**src/rtl/txn_arb_pkg.sv**
```systemverilog
// txn_arb_pkg: record kinds and default parameters shared by the arbiter slice
package txn_arb_pkg;
  localparam int DEF_NUM_STREAMS = 5;
  localparam int DEF_HANDLE_W = 4;
  typedef enum logic {REC_BEGIN = 1'b0, REC_END = 1'b1} rec_kind_e;
endpackage

```
**src/rtl/txn_stream_arbiter_pool.sv**
```systemverilog
// txn_handle_pool: free bitmap, lowest-free encoder and live counter for the handle pool
module txn_handle_pool
  import txn_arb_pkg::*;
#(
  parameter int HANDLE_W = DEF_HANDLE_W
) (
  input  logic                     clk,
  input  logic                     rst_n,
  input  logic                     alloc_i,
  input  logic                     free_i,
  input  logic [HANDLE_W-1:0]      free_handle_i,
  output logic [HANDLE_W-1:0]      alloc_handle_o,
  output logic [2**HANDLE_W-1:0]   live_o,
  output logic [HANDLE_W:0]        live_count_o,
  output logic                     empty_o
);
  localparam int NH = 2**HANDLE_W;
  localparam logic [HANDLE_W:0] ONE = 1;
  logic [NH-1:0] free_q, free_d;
  logic [HANDLE_W:0] cnt_q, cnt_d;
  // Lowest-numbered free handle; reads only the registered bitmap so a handle freed this cycle waits a cycle
  always_comb begin
    alloc_handle_o = '0;
    for (int i = NH - 1; i >= 0; i--) if (free_q[i]) alloc_handle_o = HANDLE_W'(i);
  end
  // Next bitmap and count; alloc and free never coincide since one grant happens per cycle
  always_comb begin
    free_d = free_q;
    cnt_d = cnt_q;
    if (alloc_i) begin
      free_d[alloc_handle_o] = 1'b0;
      cnt_d = cnt_q + ONE;
    end
    if (free_i) begin
      free_d[free_handle_i] = 1'b1;
      cnt_d = cnt_q - ONE;
    end
  end
  // Pool state; reset frees every handle
  always_ff @(posedge clk) begin
    if (!rst_n) begin
      free_q <= '1;
      cnt_q <= '0;
    end else begin
      free_q <= free_d;
      cnt_q <= cnt_d;
    end
  end
  assign live_o = ~free_q;
  assign live_count_o = cnt_q;
  // The count never exceeds 2**HANDLE_W, so its MSB alone marks a full pool
  assign empty_o = cnt_q[HANDLE_W];
endmodule

```
**src/rtl/txn_stream_arbiter.sv**
```systemverilog
// txn_stream_arbiter: round-robin arbiter of begin/end transaction requests onto one record stream.
// Define TXN_ARB_PARENT_CHECK_EN to reject (err + drop relation) begin parents that are not live.
module txn_stream_arbiter
  import txn_arb_pkg::*;
#(
  parameter int NUM_STREAMS = DEF_NUM_STREAMS,
  parameter int HANDLE_W = DEF_HANDLE_W
) (
  input  logic                            clk,
  input  logic                            rst_n,
  input  logic [NUM_STREAMS-1:0]          req_valid,
  input  logic [NUM_STREAMS-1:0]          req_end,
  input  logic [NUM_STREAMS*HANDLE_W-1:0] req_handle,
  input  logic [NUM_STREAMS-1:0]          req_has_parent,
  input  logic [NUM_STREAMS*HANDLE_W-1:0] req_parent,
  output logic [NUM_STREAMS-1:0]          req_ready,
  output logic [HANDLE_W-1:0]             grant_handle,
  output logic                            rec_valid,
  input  logic                            rec_ready,
  output logic                            rec_kind,
  output logic [$clog2(NUM_STREAMS)-1:0]  rec_stream,
  output logic [HANDLE_W-1:0]             rec_handle,
  output logic [HANDLE_W-1:0]             rec_parent,
  output logic                            rec_has_parent,
  output logic [HANDLE_W:0]               live_count,
  output logic                            pool_empty,
  output logic                            err
);
  localparam int SW = $clog2(NUM_STREAMS);
  logic [SW-1:0] ptr_q, gnt_idx, rec_stream_q;
  logic gnt_vld, take, is_end, end_ok, hp, par_bad, rec_hp_d, empty;
  logic rec_valid_q, rec_has_parent_q, err_q;
  rec_kind_e rec_kind_q;
  logic [NUM_STREAMS-1:0] elig;
  logic [HANDLE_W-1:0] end_h, par_h, alloc_h, rec_handle_q, rec_parent_q;
  logic [2**HANDLE_W-1:0] live;
  // Begins are skipped (not blocking) while the pool is empty
  assign elig = req_valid & (req_end | {NUM_STREAMS{~empty}});
  // Round-robin search for the first eligible stream at or after the pointer
  always_comb begin
    gnt_vld = 1'b0;
    gnt_idx = '0;
    for (int k = 0; k < NUM_STREAMS; k++)
      if (!gnt_vld && elig[(int'(ptr_q) + k) % NUM_STREAMS]) begin
        gnt_vld = 1'b1;
        gnt_idx = SW'((int'(ptr_q) + k) % NUM_STREAMS);
      end
  end
  assign take = rst_n & gnt_vld & (~rec_valid_q | rec_ready);
  assign is_end = req_end[gnt_idx];
  assign hp = req_has_parent[gnt_idx];
  assign end_h = req_handle[gnt_idx*HANDLE_W +: HANDLE_W];
  assign par_h = req_parent[gnt_idx*HANDLE_W +: HANDLE_W];
  assign end_ok = live[end_h];
`ifdef TXN_ARB_PARENT_CHECK_EN
  assign par_bad = hp & ~live[par_h];
`else
  assign par_bad = 1'b0;
`endif
  assign rec_hp_d = ~is_end & hp & ~par_bad;
  assign req_ready = {{(NUM_STREAMS-1){1'b0}}, take} << gnt_idx;
  assign grant_handle = alloc_h;
  txn_handle_pool #(.HANDLE_W(HANDLE_W)) u_pool (
    .clk(clk),
    .rst_n(rst_n),
    .alloc_i(take & ~is_end),
    .free_i(take & is_end & end_ok),
    .free_handle_i(end_h),
    .alloc_handle_o(alloc_h),
    .live_o(live),
    .live_count_o(live_count),
    .empty_o(empty)
  );
  // Pointer advance, error pulse and the single record register (held while stalled)
  always_ff @(posedge clk) begin
    if (!rst_n) begin
      ptr_q <= '0;
      err_q <= 1'b0;
      rec_valid_q <= 1'b0;
      rec_kind_q <= REC_BEGIN;
      rec_stream_q <= '0;
      rec_handle_q <= '0;
      rec_parent_q <= '0;
      rec_has_parent_q <= 1'b0;
    end else begin
      err_q <= take & (is_end ? ~end_ok : par_bad);
      if (take) ptr_q <= (gnt_idx == SW'(NUM_STREAMS - 1)) ? '0 : gnt_idx + 1'b1;
      if (take & (~is_end | end_ok)) begin
        rec_valid_q <= 1'b1;
        rec_kind_q <= is_end ? REC_END : REC_BEGIN;
        rec_stream_q <= gnt_idx;
        rec_handle_q <= is_end ? end_h : alloc_h;
        rec_has_parent_q <= rec_hp_d;
        rec_parent_q <= rec_hp_d ? par_h : '0;
      end else if (rec_ready) rec_valid_q <= 1'b0;
    end
  end
  assign rec_valid = rec_valid_q;
  assign rec_kind = rec_kind_q;
  assign rec_stream = rec_stream_q;
  assign rec_handle = rec_handle_q;
  assign rec_parent = rec_parent_q;
  assign rec_has_parent = rec_has_parent_q;
  assign pool_empty = empty;
  assign err = err_q;
endmodule

```
**config.mk**
```make
export PLATFORM = sky130hd
export DESIGN_NAME = txn_stream_arbiter
export DESIGN_NICKNAME = d
export VERILOG_FILES = /design/src/rtl/txn_arb_pkg.sv /design/src/rtl/txn_stream_arbiter_pool.sv /design/src/rtl/txn_stream_arbiter.sv
export SDC_FILE = /design/constraint.sdc
export NUM_CORES = 1
export LEC_CHECK = 0
export CAP_MARGIN = 15
export CELL_PAD_IN_SITES_DETAIL_PLACEMENT = 1
export CELL_PAD_IN_SITES_GLOBAL_PLACEMENT = 2
export CORE_UTILIZATION = 33
export DETAILED_ROUTE_END_ITERATION = 10
export PLACE_DENSITY = 0.95
export REMOVE_ABC_BUFFERS = 1
export SETUP_SLACK_MARGIN = 0.02
export SLEW_MARGIN = 10
export SYNTH_ARGS = -nofsm -noshare
export SYNTH_HDL_FRONTEND = slang
export SYNTH_HIERARCHICAL = 1
export SYNTH_SLANG_ARGS = --single-unit
```
**constraint.sdc**
```tcl
create_clock -name clk -period 16.75 [get_ports clk]
set_input_delay 3.35 -clock clk [delete_from_list [all_inputs] [get_ports clk]]
set_output_delay 3.35 -clock clk [all_outputs]
set_load 0.03 [all_outputs]
```
==> out/qor.csv <==
metric;value;unit
multiInputGateArea;3460;um^2
status;finished clean;
critical-path-top-delay-family;buffers and inverters;
grt_pass1_wl;26.2;mm
hp-class;flop to flop;
dominantRegCellSynth;dfxtp_1;
hpwl;12.8;mm
ctsResizeCount;0;
synth_area;4560;um^2
ys_types;90;
vias_per_cell;5.89;
path_class;primary input to primary output;
fin_nets;750;
hold_viol_final;0;
io_buffers;87;
seq_area_frac_synth;17.1;%
fmax;93.2;MHz
start_util;34.2;%
required;13.40;ns
maxSlewHeadroom;35.9;%
vias;4977;
final_common_cell;clkdlybuf4s50_1;
gp_congestion;0.944;
cts_setup_buffers;0;
rsz0062_at_grt;no;
fin_cells;845;
die_x;120;um
clk_pin_slew;0.06;ns
avgSynthCellArea;7.63;um^2
numPlacedInstances;837;
path_cells;clkdlybuf4s50_1 -> nand2b_1 -> and2_1 -> nand2_1 -> mux4_2 -> a31o_1 -> and3_1 -> a311o_1 -> inv_1 -> nand2_1 -> nor2_1 -> clkdlybuf4s50_1;
placed_area;5560;um^2
htree_levels;2;
postCtsHoldBufs;0;
grt_max_degree;37;
period_minus_slack;10.73;ns
grt_util_all_layers;22.7;%
drc;0;
synth_edf_count;0;
antenna_left;0;
timing.critical_path.fanout_max;14;
ff_latch_area;781;um^2
tritoncts;done;
end_kind;primary output;
area_growth;24.7;%
maxCapViolations;0;
numCtsBuffers;5;
num-fill-cells;1650;
slew_violations;0;
setup_violations;0;
worst_slew_pin_slew;0.954;ns
finalWirelength;16.3;mm
synth-seq-cells;39;
insertion_delay;0.28;ns
antenna_found_initial;0;
layout-drive-gt1-share;8.22;%
min_period_over_period;64.1;%
die_h;120;um
core_area;13300;um^2
cts_max_path_buffers;2;
setup_tns;0;ns
yosysWarnings;6;
rows;42;
crit_slowest_cell;clkdlybuf4s50_1;
critical_path.max_stage_delay;0.71;ns
drtPass1Iterations;5;
arrival;7.38;ns
critPathLaunchType;primary input;
clock_sinks;39;
grt_pass1_vias;5373;
cts_root_buf;clkbuf_16;
mostFrequentLayoutCells;clkdlybuf4s50_1 (87), nand2_1 (52), inv_1 (42);
antenna-diode-count;0;
design_area;5690;um^2
wire_per_inst;19.3;um
syn_inst;598;
fin_skew;0.00528;ns
io-pin-count;88;
synth-async-reset-ratio;0;%
grt_overflow;0;
worstPathBufferInverterCount;3;
dieArea;14300;um^2
drtIter0Drc;187;
==> path summary, 6_finish.rpt <==
check / startpoint / to / slack [ns] / depth (start not counted)
worst min register to register: rec_has_parent / rec_has_parent / 0.48 / 2
worst min-delay path: rec_has_parent / rec_has_parent / 0.48 / 2
worst max-delay path: req_end[0] / req_ready[1] / 6.02 / 12
worst max register to register: ptr_q[1] / u_pool/live_count_o[4] / 7.68 / 33
==> per-stage QoR <==
| stage | setup slack, ns | utilization [%] | hold slack, ns |
|---|---|---|---|
| after detailed placement | 6.09 | 41.6 | 0.466 |
| after global placement | 6.16 | 41.6 | 0.461 |
| final | 6.02 | 42.7 | 0.476 |
| after floorplan | 6.28 | - | 0.505 |
| after global routing | 5.89 | 42.7 | 0.513 |
| after CTS | 6.07 | 42.7 | 0.478 |
==> flip-flops by register name (all words and copies together) (netlist names) <==
register	count
rec_parent	4
u_pool/live_count_o	5
rec_valid	1
ptr_q	3
rec_handle	4
err	1
rec_kind	1
rec_stream	3
u_pool/free_q	16
rec_has_parent	1
==> final cells by class <==
cell class	instances	area share [%]
well taps	176	3.87
clock buffers	7	2.33
multi-input cells	483	60.8
clock inverters	1	0.0879
inverters	46	3.08
repair buffers	93	16.1
flip-flops and latches	39	13.7
==> worst reg2reg max path, delay by kind of cell, from the launching register on <==
kind                     cells  cell delay [ns]
XOR/XNOR                     1             0.09
multiplexers                 3             0.68
buffers and inverters        7             1.22
AND/OR/NAND/NOR              7             1.84
adder cells (fa/ha/maj)      4             1.68
flip-flops                   1             0.67
AO/OA/AOI/OAI               11             2.79
==> synth_stat cells, types with 5 or more instances <==
library cell,number,area [um^2]
o211ai_1,19,143
nand2b_1,20,125
nor4_1,7,43.8
a21o_1,7,52.6
nor2_1,40,150
a31o_1,6,52.6
clkbuf_1,16,60.1
a31oi_1,8,50.1
or3_1,7,43.8
o311ai_1,5,43.8
xnor2_1,9,78.8
nand3_1,17,85.1
and2_1,14,87.6
o221ai_1,5,43.8
or2_2,5,31.3
nand2_1,52,195
o21a_1,5,37.5
o21ai_1,7,35.0
buf_2,7,35.0
a2111oi_0,5,43.8
dfxtp_1,39,781
a22oi_1,6,45.0
inv_1,42,158
ha_1,23,288
nor3_1,14,70.1
mux2i_1,23,230
o21ai_0,32,160
a211oi_1,8,60.1
nor2b_1,11,68.8
a21oi_1,27,135
==> routing by layer <==
layer / routed length [um] / part of all wire, % / track usage, %
met5: 0 / 0 / 0
met4: 391 / 2.4 / 8.44
met3: 682 / 4.2 / 3.28
met2: 8550 / 52 / 43.6
met1: 6690 / 41 / 25.0
==> cell families (layout without fill, tap and decap cells) <==
group	count (synthesis)	in the layout	share of synthesized area (%)
DFF	39	39	17.1
AOI/OAI and AO/OA	201	201	33.8
buffers and inverters	76	147	7.24
xor gates and xnor gates	14	14	3.10
and+or+nand+nor	214	214	24.7
adders and majority gates	24	24	6.74
muxes	30	30	7.35
Power is not shown: default switching activity piles up to over one toggle a cycle in this logic, so the estimate is an artifact.
